===== config.mk =====
export PLATFORM = sky130hd
export DESIGN_NAME = uart_echo_buffer
export DESIGN_NICKNAME = d
export VERILOG_FILES = /design/src/rtl/uart_echo_buffer.sv
export SDC_FILE = /design/constraint.sdc
export NUM_CORES = 1
export LEC_CHECK = 0
export CAP_MARGIN = 20
export CELL_PAD_IN_SITES_DETAIL_PLACEMENT = 0
export CELL_PAD_IN_SITES_GLOBAL_PLACEMENT = 1
export CORE_MARGIN = 4
export CORE_UTILIZATION = 45
export CTS_CLUSTER_DIAMETER = 150
export DETAILED_ROUTE_END_ITERATION = 10
export PLACE_DENSITY = 0.74
export SYNTH_ARGS = -nofsm -noshare
export SYNTH_HDL_FRONTEND = slang
export SYNTH_SLANG_ARGS = --single-unit

===== constraint.sdc =====
create_clock -name i_Clock -period 2.63 [get_ports i_Clock]
set_clock_uncertainty 0.05 [all_clocks]
set_input_delay 0.3945 -clock i_Clock [delete_from_list [all_inputs] [get_ports i_Clock]]
set_output_delay 0.3945 -clock i_Clock [all_outputs]
set_load 0.02 [all_outputs]

===== src/rtl/uart_echo_buffer.sv =====
// Byte FIFO plus transmit sequencer sitting between the UART receiver and transmitter.
// Received bytes are queued and replayed in order, one per transmitter start/done handshake.
module uart_echo_buffer #(
    parameter  int DEPTH  = 16,
    localparam int ADDR_W = $clog2(DEPTH)
) (
    input  logic              i_Clock,
    input  logic              i_Rst_n,
    input  logic              i_Rx_DV,
    input  logic [7:0]        i_Rx_Byte,
    input  logic              i_Tx_Active,
    input  logic              i_Tx_Done,
    output logic              o_Tx_DV,
    output logic [7:0]        o_Tx_Byte,
    output logic [ADDR_W:0]   o_Count,
    output logic              o_Empty,
    output logic              o_Full,
    output logic              o_Overflow
);

    localparam logic [ADDR_W:0]   FULL_COUNT = (ADDR_W+1)'(DEPTH);
    localparam logic [ADDR_W:0]   CNT_STEP   = (ADDR_W+1)'(1);
    localparam logic [ADDR_W-1:0] PTR_STEP   = ADDR_W'(1);

    typedef enum logic [1:0] {
        IDLE      = 2'd0,
        LAUNCH    = 2'd1,
        WAIT_DONE = 2'd2
    } state_t;

    state_t            r_state;
    state_t            w_state_next;
    logic [7:0]        r_mem [DEPTH];
    logic [ADDR_W-1:0] r_wr_ptr;
    logic [ADDR_W-1:0] r_rd_ptr;
    logic [ADDR_W:0]   r_count;
    logic              r_tx_dv;
    logic [7:0]        r_tx_byte;
    logic              r_overflow;
    logic              w_pop;
    logic              w_push;
    logic              w_drop;

    // A pop frees the head slot on the same edge, so a full FIFO can still accept a byte then.
    always_comb begin
        w_pop  = (r_state == IDLE) && (r_count != '0) && !i_Tx_Active;
        w_push = i_Rx_DV && ((r_count != FULL_COUNT) || w_pop);
        w_drop = i_Rx_DV && (r_count == FULL_COUNT) && !w_pop;
    end

    always_comb begin
        w_state_next = r_state;
        case (r_state)
            IDLE:      if (w_pop) w_state_next = LAUNCH;
            LAUNCH:    w_state_next = WAIT_DONE;
            WAIT_DONE: if (i_Tx_Done) w_state_next = IDLE;
            default:   w_state_next = IDLE;
        endcase
    end

    always_ff @(posedge i_Clock or negedge i_Rst_n) begin
        if (!i_Rst_n) begin
            r_state <= IDLE;
        end else begin
            r_state <= w_state_next;
        end
    end

    // Storage has no reset; only entries between the pointers are ever read.
    always_ff @(posedge i_Clock) begin
        if (w_push) begin
            r_mem[r_wr_ptr] <= i_Rx_Byte;
        end
    end

    always_ff @(posedge i_Clock or negedge i_Rst_n) begin
        if (!i_Rst_n) begin
            r_wr_ptr   <= '0;
            r_rd_ptr   <= '0;
            r_count    <= '0;
            r_tx_dv    <= 1'b0;
            r_tx_byte  <= 8'h00;
            r_overflow <= 1'b0;
        end else begin
            r_tx_dv <= w_pop;
            if (w_push) begin
                r_wr_ptr <= r_wr_ptr + PTR_STEP;
            end
            if (w_pop) begin
                r_tx_byte <= r_mem[r_rd_ptr];
                r_rd_ptr  <= r_rd_ptr + PTR_STEP;
            end
            case ({w_push, w_pop})
                2'b10:   r_count <= r_count + CNT_STEP;
                2'b01:   r_count <= r_count - CNT_STEP;
                default: r_count <= r_count;
            endcase
            if (w_drop) begin
                r_overflow <= 1'b1;
            end
        end
    end

    assign o_Tx_DV    = r_tx_dv;
    assign o_Tx_Byte  = r_tx_byte;
    assign o_Count    = r_count;
    assign o_Empty    = (r_count == '0);
    assign o_Full     = (r_count == FULL_COUNT);
    assign o_Overflow = r_overflow;

endmodule


* Yosys cells after proc, flatten, opt, wreduce, memory -nomap -nowiden
Memory sizes are Yosys's and may differ from the RTL's. A register that Yosys moved wholly into a read port is not among the register bits.
Index checks and enable logic that the tools add are counted.
** Storage, ports and cells
- Bits in registers :: 17
- Bits in writable memories :: 128
- Output and inout port bits :: 17
- Logic and storage cells :: 39
- Memories kept :: 1
** Operators by class
- Add/subtract/negate cells :: 4
- Equality and inequality tests :: 8
- Mux-type cells :: 6
- Reductions and logical operators :: 14
** Memories
- r_mem :: depth 16, width 8, read ports 1, clocked after Yosys merged registers in 1, write ports 1, RTL line 33 : logic [7:0] r_mem [DEPTH];
** Operators with widths (count)
- $pmux W5 S2 :: 1
- $add A4 B1 Y4 const B :: 2
- $pmux W2 S3 :: 1
- $add A5 B1 Y5 const B :: 1
- $eq A5 B5 Y1 const B :: 1
- $logic_and A1 B1 Y1 :: 5
- $logic_not A5 Y1 :: 1
- $ne A5 B5 Y1 const B :: 1
- $reduce_bool A5 Y1 :: 1
- $sub A5 B1 Y5 const B :: 1
- $eq A2 B1 Y1 const B :: 2
- $eq A2 B2 Y1 const B :: 2
- $mux W2 :: 2
- $ne A2 B2 Y1 const B :: 2
- $logic_not A1 Y1 :: 3
- $logic_not A2 Y1 :: 1
- $mux W1 :: 2
- $reduce_and A2 Y1 :: 1
- $reduce_bool A2 Y1 :: 1
- $logic_or A1 B1 Y1 :: 1

* Longest topological paths before layout
- Depth in word-level cells :: 7
- Gate-level depth with buffers :: 8
- Gate-level depth less buffers :: 7

* Worst setup path before layout
Ideal clock, no wire load.
- Path type :: register to register
- Start point :: register r_state[1]
- End point :: register r_count[4], in the netlist o_Count[4]
- Setup time :: 138 ps
- Data arrival time :: 2336 ps
- Data required time :: 2442 ps
- Path slack :: 107 ps
- Stages on the path, launching flop included :: 9
- Cell sequence :: dfrtp_1 or3_1 buf_2 a211oi_2 ha_1 a21o_1 a2111o_1 o211ai_1 o211ai_1
** Between the ends
- Cells in the longest elaborated chain, start to end :: 7
- Elaborated cells on any way between the ends :: 9
- Those cells by class :: eq/ne (2); mux (1); reduce/logical (6)
** RTL lines
- from (decl) :: RTL line 31 : state_t r_state;
- from (signal assigned) :: RTL line 65 : r_state <= w_state_next;
- $logic_not A2 Y1 (*) :: RTL line 46 : w_pop = (r_state == IDLE) && (r_count != '0) && !i_Tx_Active;
- $logic_and A1 B1 Y1 (*) (2 in a row) :: RTL line 46
- $logic_or A1 B1 Y1 :: RTL line 47 : w_push = i_Rx_DV && ((r_count != FULL_COUNT) || w_pop);
- $logic_and A1 B1 Y1 :: RTL line 47
- $eq A2 B1 Y1 or $eq A2 B2 Y1 (tied branches) :: RTL line 93 : case ({w_push, w_pop})
- $pmux W5 S2 or $reduce_bool A2 Y1 (tied branches)
- to (signal assigned) :: RTL line 94 : 2'b10: r_count <= r_count + CNT_STEP;
- to (signal assigned) :: RTL line 95 : 2'b01: r_count <= r_count - CNT_STEP;
- to (signal assigned) :: RTL line 96 : default: r_count <= r_count;
- to (decl) :: RTL line 36 : logic [ADDR_W:0] r_count;
Mark *: on every way between the ends. The rest lies on a longest branch, timed or not.
A chain may end at the register's enable or synchronous reset.

* Worst setup path in the final report
- Start point :: register r_count[1], in the netlist o_Count[1]
- End point :: output o_Empty
** Between the ends
- Cells in the longest elaborated chain, start to end :: 1
** RTL lines
- $logic_not A5 Y1 :: RTL line 107 : assign o_Empty = (r_count == '0);
- to (decl) :: RTL line 16 : output logic o_Empty,
Every way passes these cells.

==> flow_metrics.tcl <==
set metrics [dict create \
    regArea_um2 4470 \
    tightest_slew_ns 0.872 \
    yosys_warnings 0 \
    final.setup.worst_slack_ns 0.134 \
    period_minus_slack_ns 2.50 \
    vias 3080 \
    netlist_area_um2 6300 \
    async_flop_share 0.163 \
    met2_usage 0.244 \
    final_common_cell "edfxtp_1" \
    yosys.area.top_type "edfxtp_1" \
    ys_ff_latch 153 \
    ys_seq_area_frac 0.709 \
    period_share 0.949 \
    io_buffers 29 \
    initial_utilization 0.467 \
    worst_setup_path_end_kind "output pin" \
    cts.htree.levels 4 \
    power.density_nw_per_um2 1070 \
    first_global_vias 3246 \
    cts.sinks 153 \
    insertion_delay_ns 0.42 \
    netlist_top_cells_area "edfxtp_1 61%, dfrtp_1 9.9%, mux4_2 8.2%" \
    grt-busiest-layer "met2" \
    die_w_um 126 \
    final_cell_mix "128 x edfxtp_1, 27 x clkdlybuf4s50_1, 24 x dfrtp_1, 23 x mux4_2" \
    synth_edf_count 128 \
    p_leak_nw 2.74 \
    postSynthCellCount 329 \
    finalPower_mw 8.16 \
    grt.total_usage 0.155 \
    crit_type "reg -> out" \
    vdd_drop_max_mv 0.622 \
    syn2layout_area_growth_pct 21.0 \
    tns_ns 0 \
    grt_use_met3 0.0538 \
    yosysUniqueCellTypes 42 \
    cts_buffers 17 \
    via_per_inst 5.31 \
    fill_cells 1032 \
    start_kind "register" \
    tritoncts "yes" \
    grt_antenna_before_repair 0 \
    finalHoldViolations 0 \
    worstPathArrival_ns 2.05 \
    grt_first_pass_wirelength_mm 18.6 \
    post_drt_wl_per_cell_um 19.5 \
    dp_hpwl_mm 7.82 \
    r2r_start "o_Count[1]" \
    fp.dieH_um 126 \
    crit_start "o_Count[1]" \
    grt-ovfl-total 0 \
    multi_input_area_um2 1670 \
    core_area_um2 13500 \
    gp_congestion 0.704 \
    use_met1 0.207 \
    pin_count 30 \
    crit_path_max_fanout 5 \
    critPathRequiredTime_ns 2.19 \
    drive_above_1_share 0.225 \
    max_freq_ghz 0.401 \
    place_ws_ns -0.0503 \
    yosys_most_used_dff "edfxtp_1" \
    antenna_left 0 \
    cts_hold_buffers 0 \
    rows 42 \
    postSynthAreaPerCell_um2 19.2 \
    finalMaxSlewViolations 0 \
    clock_tree.buffer_depth 2 \
    maxSlewHeadroom 0.419 \
    fin_nets 413 \
    drt-total-wl_mm 11.3 \
    grt_max_degree 28 \
    route.detailed.drc 0 \
    n_antenna_cell 0 \
    drt_iter0_markers 141 \
    syn_nets 351 \
    setup_viol 0 \
    final_core_util 0.565 \
    rsz0062_at_grt "no" \
    hold_path.class "in -> async" \
    first_pass_iters 4 \
    die_area_um2 16000 \
    cts-root-buf "clkbuf_16" \
    maxCapViolCount 0 \
    synth_top_area_share 0.610 \
    status "completed" \
    path_clk_slew_ns 0.06 \
]
## worst max-delay path, stage by stage, from the launching register on
cell and delay [ns]:
dfrtp_1 0.40, buf_4 0.17, or4_1 0.61, nor2_1 0.12, dlygate4sd2_1 0.34
## stage by stage
stage,area [um^2],instances,hold slack [ns]
after global placement,7100,548,0.397
after detailed placement,7100,548,0.427
after floorplan,6300,329,0.0489
final,7630,580,0.216
after global routing,7630,580,0.240
after CTS,7630,580,0.212
## logic make-up (layout without fill, tap and decap cells)
group / count (synthesis) / count (layout) / synth area share
xor+xnor: 9 / 9 / 0.0125
buf+inv: 28 / 103 / 0.0266
flops: 153 / 153 / 0.709
compound gates: 37 / 37 / 0.0468
fa+ha+maj: 9 / 9 / 0.0191
simple gates: 48 / 48 / 0.0450
mux: 45 / 45 / 0.141
## synthesized netlist by cell type (2+ instances only)
| library cell | count |
|---|---|
| o211ai_1 | 2 |
| a22o_1 | 8 |
| buf_6 | 3 |
| nor2b_1 | 8 |
| mux2i_1 | 9 |
| edfxtp_1 | 128 |
| a211o_1 | 8 |
| ha_1 | 8 |
| a21oi_1 | 10 |
| clkbuf_1 | 4 |
| nand2_1 | 9 |
| buf_4 | 5 |
| mux2_1 | 3 |
| dfrtp_1 | 25 |
| mux4_2 | 23 |
| nor2_1 | 7 |
| buf_2 | 4 |
| inv_1 | 10 |
| a21o_1 | 3 |
| mux4_1 | 9 |
| and2_1 | 12 |
| xnor2_1 | 8 |
| nand4_1 | 2 |
| nor3_1 | 2 |
| or3_1 | 2 |
## routing by layer
| layer | vias to the layer above | part of all wire | routed length [um] |
|---|---|---|---|
| li1 | 1437 | - | - |
| met1 | 1581 | 0.45 | 5070 |
| met2 | 53 | 0.50 | 5640 |
| met3 | 9 | 0.042 | 481 |
| met4 | 0 | 0.012 | 137 |
| met5 | - | 0 | 0 |
## state kept, by name (all words and copies together) (netlist names)
register	count
o_Count	5
o_Overflow	1
o_Tx_Byte	8
o_Tx_DV	1
r_mem	128
r_rd_ptr	4
r_state	2
r_wr_ptr	4
## worst paths after layout
| kind | slack, ns | cells after the start | to |
|---|---|---|---|
| max reg2reg | 0.22 | 8 | o_Count[4] |
| max in group asynchronous | 1.72 | 2 | o_Overflow |
| min in group i_Clock | 0.43 | 1 | o_Overflow |
| min | 0.22 | 1 | o_Tx_Byte[4] |
| min reg2reg | 0.43 | 1 | o_Overflow |
| max | 0.13 | 4 | o_Empty |
## what timing repair did
| action | 4_1_cts | 5_1_grt |
|---|---|---|
| gates resized for setup | 1 | 1 |
| setup endpoints to repair | 1 | 1 |
| setup buffers | 0 | 0 |
## power by group
| group | internal, mW | switching (mW) | total, mW |
|---|---|---|---|
| registers | 3.03 | 0.352 | 3.39 |
| logic | 1.40 | 1.22 | 2.62 |
| clock network | 1.21 | 0.949 | 2.15 |
| total | 5.64 | 2.52 | 8.16 |
## final cells by class
type / instances / share of cell area
clock buffers: 18 / 0.0562
clock inverters: 14 / 0.0134
inverters: 11 / 0.00541
multi-input cells: 148 / 0.219
flip-flops and latches: 153 / 0.586
well taps: 176 / 0.0289
repair buffers: 60 / 0.0917
Note: power is estimated with default switching activity, not from simulation.
